## config.mk

```make
export PLATFORM = sky130hd
export DESIGN_NAME = result_tx_ctrl
export DESIGN_NICKNAME = d
export VERILOG_FILES = /design/src/rtl/result_tx_ctrl_pkg.sv /design/src/rtl/digit_fifo.sv /design/src/rtl/result_tx_ctrl.sv
export SDC_FILE = /design/constraint.sdc
export NUM_CORES = 1
export LEC_CHECK = 0
export ABC_CLOCK_PERIOD_IN_PS = 3300
export CAP_MARGIN = 20
export CORE_MARGIN = 2
export CORE_UTILIZATION = 51
export CTS_BUF_LIST = sky130_fd_sc_hd__clkbuf_4
export DETAILED_ROUTE_END_ITERATION = 10
export DONT_BUFFER_PORTS = 1
export GPL_ROUTABILITY_DRIVEN = 0
export PLACE_DENSITY = 0.71
export SLEW_MARGIN = 25
export SYNTH_ARGS = -nofsm -noshare
export SYNTH_HDL_FRONTEND = slang
export SYNTH_SLANG_ARGS = --single-unit
```

## constraint.sdc

```tcl
create_clock -name clk -period 3.3 [get_ports clk]
set_clock_uncertainty 0.05 [all_clocks]
set_input_delay 0.66 -clock clk [delete_from_list [all_inputs] [get_ports clk]]
set_output_delay 0.66 -clock clk [all_outputs]
set_load 0.02 [all_outputs]
```

## src/rtl/result_tx_ctrl_pkg.sv

```systemverilog
// Shared constants, FSM state encoding and arbitration grant encoding for
// the result/echo UART transmit controller.
package result_tx_ctrl_pkg;

  localparam logic [7:0] ASCII_ZERO = 8'h30;
  localparam logic [7:0] ASCII_CR   = 8'h0D;
  localparam logic [7:0] ASCII_LF   = 8'h0A;

  typedef enum logic [2:0] {
    ST_IDLE,
    ST_ECHO,
    ST_CONV,
    ST_SEND_DIG,
    ST_SEND_CR,
    ST_SEND_LF,
    ST_WAIT_TX
  } state_t;

  typedef enum logic {
    GRANT_ECHO,
    GRANT_RESULT
  } grant_t;

endpackage

```

## src/rtl/digit_fifo.sv

```systemverilog
// Small circular buffer holding the BCD digits of one result, most
// significant first. Pushes while full and pops while empty are ignored.
module digit_fifo #(
  parameter int DEPTH = 5,
  parameter int WIDTH = 4,
  parameter int CW    = $clog2(DEPTH + 1)
) (
  input  logic             clk,
  input  logic             rst_n,
  input  logic             push,
  input  logic [WIDTH-1:0] din,
  input  logic             pop,
  output logic [WIDTH-1:0] dout,
  output logic             empty,
  output logic [CW-1:0]    count
);

  localparam int PW = (DEPTH > 1) ? $clog2(DEPTH) : 1;

  logic [WIDTH-1:0] mem [DEPTH];
  logic [PW-1:0]    wr_ptr;
  logic [PW-1:0]    rd_ptr;
  logic             do_push;
  logic             do_pop;

  assign empty   = (count == '0);
  assign do_push = push && (count != CW'(DEPTH));
  assign do_pop  = pop && !empty;
  assign dout    = mem[rd_ptr];

  function automatic logic [PW-1:0] next_ptr(input logic [PW-1:0] p);
    return (p == PW'(DEPTH - 1)) ? '0 : p + PW'(1);
  endfunction

  // NOTE: the storage array is reset along with the pointers so an aborted
  // result can never leave stale digits visible at dout.
  always_ff @(posedge clk or negedge rst_n) begin
    if (!rst_n) begin
      for (int i = 0; i < DEPTH; i++) mem[i] <= '0;
      wr_ptr <= '0;
      rd_ptr <= '0;
      count  <= '0;
    end else begin
      // NOTE: non-blocking assignments let every register see the pre-edge
      // values of the others, independent of statement order.
      if (do_push) begin
        mem[wr_ptr] <= din;
        wr_ptr      <= next_ptr(wr_ptr);
      end
      if (do_pop) rd_ptr <= next_ptr(rd_ptr);
      if (do_push && !do_pop)      count <= count + CW'(1);
      else if (do_pop && !do_push) count <= count - CW'(1);
    end
  end

endmodule

```

## src/rtl/result_tx_ctrl.sv

```systemverilog
// Shares one UART transmitter between an echo byte stream and decimal RPN
// results, sequencing the external binary-to-BCD converter for each result.
module result_tx_ctrl
  import result_tx_ctrl_pkg::*;
#(
  parameter bit APPEND_CRLF = 1'b1,
  parameter int NDIG        = 5
) (
  input  logic        clk,
  input  logic        rst_n,
  input  logic        echo_valid,
  input  logic [7:0]  echo_data,
  output logic        echo_ready,
  input  logic        res_valid,
  input  logic [15:0] res_data,
  output logic        res_ready,
  output logic [15:0] conv_din,
  output logic        conv_wen,
  input  logic [3:0]  conv_digit,
  input  logic        conv_leading_zero,
  input  logic        conv_sending,
  output logic [7:0]  tx_data,
  output logic        tx_start,
  input  logic        tx_busy
);

  localparam int CW = $clog2(NDIG + 1);

  state_t         state_q, state_d;
  state_t         ret_q, ret_d;
  logic           skip_q, skip_d;
  logic           seen_q, seen_d;
  grant_t         last_grant_q;
  logic [7:0]     echo_byte_q;
  logic [7:0]     tx_data_q;
  logic [7:0]     send_byte;
  logic           grant_echo;
  logic           grant_res;
  logic           fifo_push;
  logic           fifo_pop;
  logic           fifo_empty;
  logic [3:0]     fifo_din;
  logic [3:0]     fifo_dout;
  logic [CW-1:0]  fifo_count;

  // Round-robin only matters on contention: last_grant records the winner of
  // the most recent cycle in which both sources were requesting.
  assign grant_echo = echo_valid && (!res_valid || last_grant_q == GRANT_RESULT);
  assign grant_res  = res_valid && !grant_echo;

  digit_fifo #(.DEPTH(NDIG), .WIDTH(4), .CW(CW)) u_digit_fifo (
    .clk   (clk),
    .rst_n (rst_n),
    .push  (fifo_push),
    .din   (fifo_din),
    .pop   (fifo_pop),
    .dout  (fifo_dout),
    .empty (fifo_empty),
    .count (fifo_count)
  );

  always_ff @(posedge clk or negedge rst_n) begin
    if (!rst_n) begin
      state_q <= ST_IDLE;
      ret_q   <= ST_IDLE;
      skip_q  <= 1'b0;
      seen_q  <= 1'b0;
    end else begin
      state_q <= state_d;
      ret_q   <= ret_d;
      skip_q  <= skip_d;
      seen_q  <= seen_d;
    end
  end

  always_comb begin
    state_d = state_q;
    ret_d   = ret_q;
    skip_d  = skip_q;
    seen_d  = seen_q;
    unique case (state_q)
      ST_IDLE: begin
        seen_d = 1'b0;
        if (grant_echo)     state_d = ST_ECHO;
        else if (grant_res) state_d = ST_CONV;
      end
      ST_ECHO: if (!tx_busy) begin
        state_d = ST_WAIT_TX;
        ret_d   = ST_IDLE;
        skip_d  = 1'b1;
      end
      ST_CONV: begin
        if (conv_sending)  seen_d  = 1'b1;
        else if (seen_q)   state_d = ST_SEND_DIG;
      end
      ST_SEND_DIG: begin
        if (fifo_empty) begin
          state_d = APPEND_CRLF ? ST_SEND_CR : ST_IDLE;
        end else if (!tx_busy) begin
          state_d = ST_WAIT_TX;
          ret_d   = ST_SEND_DIG;
          skip_d  = 1'b1;
        end
      end
      ST_SEND_CR: if (!tx_busy) begin
        state_d = ST_WAIT_TX;
        ret_d   = ST_SEND_LF;
        skip_d  = 1'b1;
      end
      ST_SEND_LF: if (!tx_busy) begin
        state_d = ST_WAIT_TX;
        ret_d   = ST_IDLE;
        skip_d  = 1'b1;
      end
      ST_WAIT_TX: begin
        // The first cycle is skipped so the transmitter has time to raise busy.
        if (skip_q)        skip_d  = 1'b0;
        else if (!tx_busy) state_d = ret_q;
      end
      default: state_d = ST_IDLE;
    endcase
  end

  always_comb begin
    // NOTE: every output gets a default before the case so no path through
    // this block can infer a latch.
    echo_ready = 1'b0;
    res_ready  = 1'b0;
    tx_start   = 1'b0;
    send_byte  = tx_data_q;
    fifo_push  = 1'b0;
    fifo_pop   = 1'b0;
    fifo_din   = conv_digit;
    unique case (state_q)
      ST_IDLE: begin
        // Ready is combinational from the request; rst_n keeps it low in reset.
        echo_ready = rst_n && grant_echo;
        res_ready  = rst_n && grant_res;
      end
      ST_ECHO: begin
        send_byte = echo_byte_q;
        tx_start  = !tx_busy;
      end
      ST_CONV: begin
        if (conv_sending) begin
          fifo_push = !conv_leading_zero;
        end else if (seen_q && fifo_count == '0) begin
          fifo_push = 1'b1;
          fifo_din  = '0;
        end
      end
      ST_SEND_DIG: begin
        send_byte = ASCII_ZERO | {4'h0, fifo_dout};
        tx_start  = !fifo_empty && !tx_busy;
        fifo_pop  = tx_start;
      end
      ST_SEND_CR: begin
        send_byte = ASCII_CR;
        tx_start  = !tx_busy;
      end
      ST_SEND_LF: begin
        send_byte = ASCII_LF;
        tx_start  = !tx_busy;
      end
      default: ;
    endcase
  end

  assign tx_data = tx_start ? send_byte : tx_data_q;

  always_ff @(posedge clk or negedge rst_n) begin
    if (!rst_n) begin
      last_grant_q <= GRANT_RESULT;
      echo_byte_q  <= '0;
      tx_data_q    <= '0;
      conv_din     <= '0;
      conv_wen     <= 1'b0;
    end else begin
      conv_wen <= res_ready;
      if (echo_ready) begin
        echo_byte_q <= echo_data;
        if (res_valid) last_grant_q <= GRANT_ECHO;
      end
      if (res_ready) begin
        conv_din <= res_data;
        if (echo_valid) last_grant_q <= GRANT_RESULT;
      end
      if (tx_start) tx_data_q <= send_byte;
    end
  end

endmodule

```

==> out/qor.txt <==
Crit path buffers/inverters: 1
Die H: 86.3 µm
Worst EP required: 2.59 ns
Worst VDD drop: 493 µV
fin nets: 340
DR WL/cell: 17.5 µm
initial antenna violation count: 0
DR vias: 2224
Post-synth EDFFs: 0
clock sink count: 71
Post CTS Setup Buffer Count: 0
Avg Cell Area, Syn: 11.9 µm²
data arrival time of the critical path: 2.36 ns
# rows: 30
Synth area leader: dfrtp_1
Least-Margin Pin Slew: 0.767 ns
Most used DFF post-synth: dfrtp_1
Clock Latency Late Sink: 0.43 ns
Leak: 1.62 nW
die area: 7450 µm²
clk buf depth: 2
RSZ-0062 raised after global routing: false
root buf cell: clkbuf_4
RR Endpoint: u_digit_fifo.count[2]
status: finished clean
DR vias/cell: 5.79
Layout area overhead: 7.20%
ANT nets after route: 0
startpoint types: flop
Worst Setup End Kind: primary output
Filler cells: 564
R2R cell count: 10
worst hold slack: 0.0298 ns
Clk pin slew, worst setup/hold paths: 0.13 ns
Netlist Area Pre-Place: 3460 µm²
DPL Wire Length: 4740 µm
FF-to-FF Start: state_q[2]
CP endpoint: tx_data[2]
Largest stage delay, worst path: 0.53 ns
critical path cell sequence: a21o_1 > a211o_1 > inv_2 > nor2_1 > a31oi_1
Tmin final: 3.07 ns
final hold vios: 0
reg-to-reg slack, setup: 0.71 ns
stages on the worst setup path: 5
final WL: 6720 µm
grt total ovfl: 0
sequential share of the synthesized area: 0.514
leading cell type in the layout, fill and taps excluded: dfrtp_1
post-cts sizing count: 0
YS warnings: 0
largest net degree at the start of global routing: 72
WS Path Type: flop to primary output
synth unique cells: 53
Global Route Usage Sum: 0.191
post-synthesis cell count: 290
1st-pass router iterations: 4
Worst slew margin: 0.489
Area contributors post-synth: dfrtp_1, mux2_2, mux4_2, nor2_1, nand2_1
Max Freq: 326 MHz
Max Cap Viol: 0
starting density of the core: 0.517
CP max FO: 11
Ant. Diodes: 0
worst setup path start: state_q[2]
Post-route DRC: 0
port buffer count: 0
htree depth: 3
hold crit path type: input port to asynchronous set/reset pin
I/O pins: 63
Top Family by Delay on Critical Path: compound AO/OA/AOI/OAI gates
setup TNS: 0 ns
Slew Viols, Final: 0
Starting DRT DRC Count: 160
share of cells above drive strength 1: 0.299
DIE WIDTH: 86.3 µm
final setup vio count: 0
Net Count, Synth: 331
cts hold-fix bufs: 1
#FFs+latches synth: 71
commonest non-fill, non-tap cells in the layout: dfrtp_1, mux2_2, nor2_1
Pwr Density: 983 nW/µm²
Num CTS Buffers: 9
Slowest-stage cell, CP: dfrtp_1
asr flop ratio synth: 1.00
CTS tree: done
fin crit share: 0.929
vias in the first global route: 2163
first-pass GRT wire length: 10800 µm
Yosys top cell area share: 0.507
core area: 6680 µm²
worst min path at each step:
stage / start / endpoint / cells after the start
after global placement: rst_n / tx_data_q[7] / 0
after floorplan: rst_n / conv_din[0] / 0
after CTS: rst_n / conv_din[2] / 1
after detailed placement: rst_n / echo_byte_q[6] / 0
final: rst_n / ret_q[2] / 1
after global routing: rst_n / ret_q[2] / 1
synthesized netlist by cell type, types with 2 or more instances:
| library cell | number |
|---|---|
| xnor2_1 | 2 |
| o21ai_1 | 3 |
| nor2b_1 | 3 |
| o31ai_1 | 3 |
| ha_1 | 5 |
| nor2_1 | 23 |
| a31oi_1 | 3 |
| mux2i_1 | 2 |
| buf_2 | 3 |
| mux2_2 | 46 |
| nor3_2 | 2 |
| o21ai_0 | 9 |
| nor3_1 | 3 |
| nand2b_1 | 4 |
| buf_4 | 2 |
| nand4_1 | 2 |
| inv_2 | 2 |
| a21o_1 | 4 |
| nor3_4 | 2 |
| mux4_2 | 4 |
| nand3_1 | 7 |
| and2_1 | 4 |
| dfrtp_1 | 70 |
| nor4_4 | 3 |
| a21oi_1 | 13 |
| inv_1 | 12 |
| and3b_1 | 2 |
| nand2_1 | 20 |
| clkbuf_1 | 6 |
| o22ai_1 | 2 |
| xor2_1 | 2 |
flip-flops by register name (all words and copies together), names as in the netlist:
signal	flops
tx_data_q	8
u_digit_fifo.rd_ptr	3
last_grant_q	1
echo_byte_q	8
conv_din	16
skip_q	1
u_digit_fifo.count	3
conv_wen	1
ret_q	3
u_digit_fifo.wr_ptr	3
state_q	3
u_digit_fifo.mem	20
seen_q	1
cells by family (layout without fill, tap and decap cells):
| logic type | Yosys count | count (layout) | share of synthesized area |
|---|---|---|---|
| and+or+nand+nor | 83 | 83 | 0.146 |
| DFF | 71 | 71 | 0.514 |
| muxes | 52 | 52 | 0.182 |
| AOI/OAI and AO/OA | 48 | 48 | 0.0901 |
| buffers and inverters | 26 | 40 | 0.0337 |
| adders and majority gates | 6 | 6 | 0.0239 |
| xor gates and xnor gates | 4 | 4 | 0.0101 |
cell type report:
type / count / area [µm²] / share of cell area
Tap cell: 80 / 100 / 0.0270
Clock buffer: 9 / 67.6 / 0.0182
Clock inverter: 7 / 50.0 / 0.0135
Inverter: 14 / 52.6 / 0.0142
Timing Repair Buffer: 10 / 95.1 / 0.0257
Sequential cell: 71 / 1780 / 0.480
Multi-Input combinational cell: 193 / 1560 / 0.422
report_power, final:
group / internal, mW / total [mW] / switching [mW]
clock: 0.154 / 0.485 / 0.331
sequential: 1.29 / 1.74 / 0.450
combinational: 0.661 / 1.42 / 0.758
total: 2.10 / 3.64 / 1.54
per-stage QoR:
stage	cell area (µm²)	cells	utilization	worst slack, ns	power, mW
floorplan	3460	290	-	0.509	2.85
detailed placement	3560	367	0.533	0.618	3.17
global placement	3560	367	0.533	0.652	3.11
CTS	3710	384	0.555	0.228	3.67
global route	3710	384	0.555	0.0864	3.89
finish	3710	384	0.555	0.235	3.64
metal layers:
| metal | wire length (µm) | share of wire | track usage | vias to the layer above |
|---|---|---|---|---|
| li1 | - | - | - | 1051 |
| met1 | 2910 | 0.43 | 0.256 | 1110 |
| met2 | 3350 | 0.50 | 0.285 | 45 |
| met3 | 211 | 0.031 | 0.0371 | 18 |
| met4 | 249 | 0.037 | 0.122 | 0 |
| met5 | 0 | 0 | 0 | - |
No activity file was read; power rests on OpenSTA's default activity.
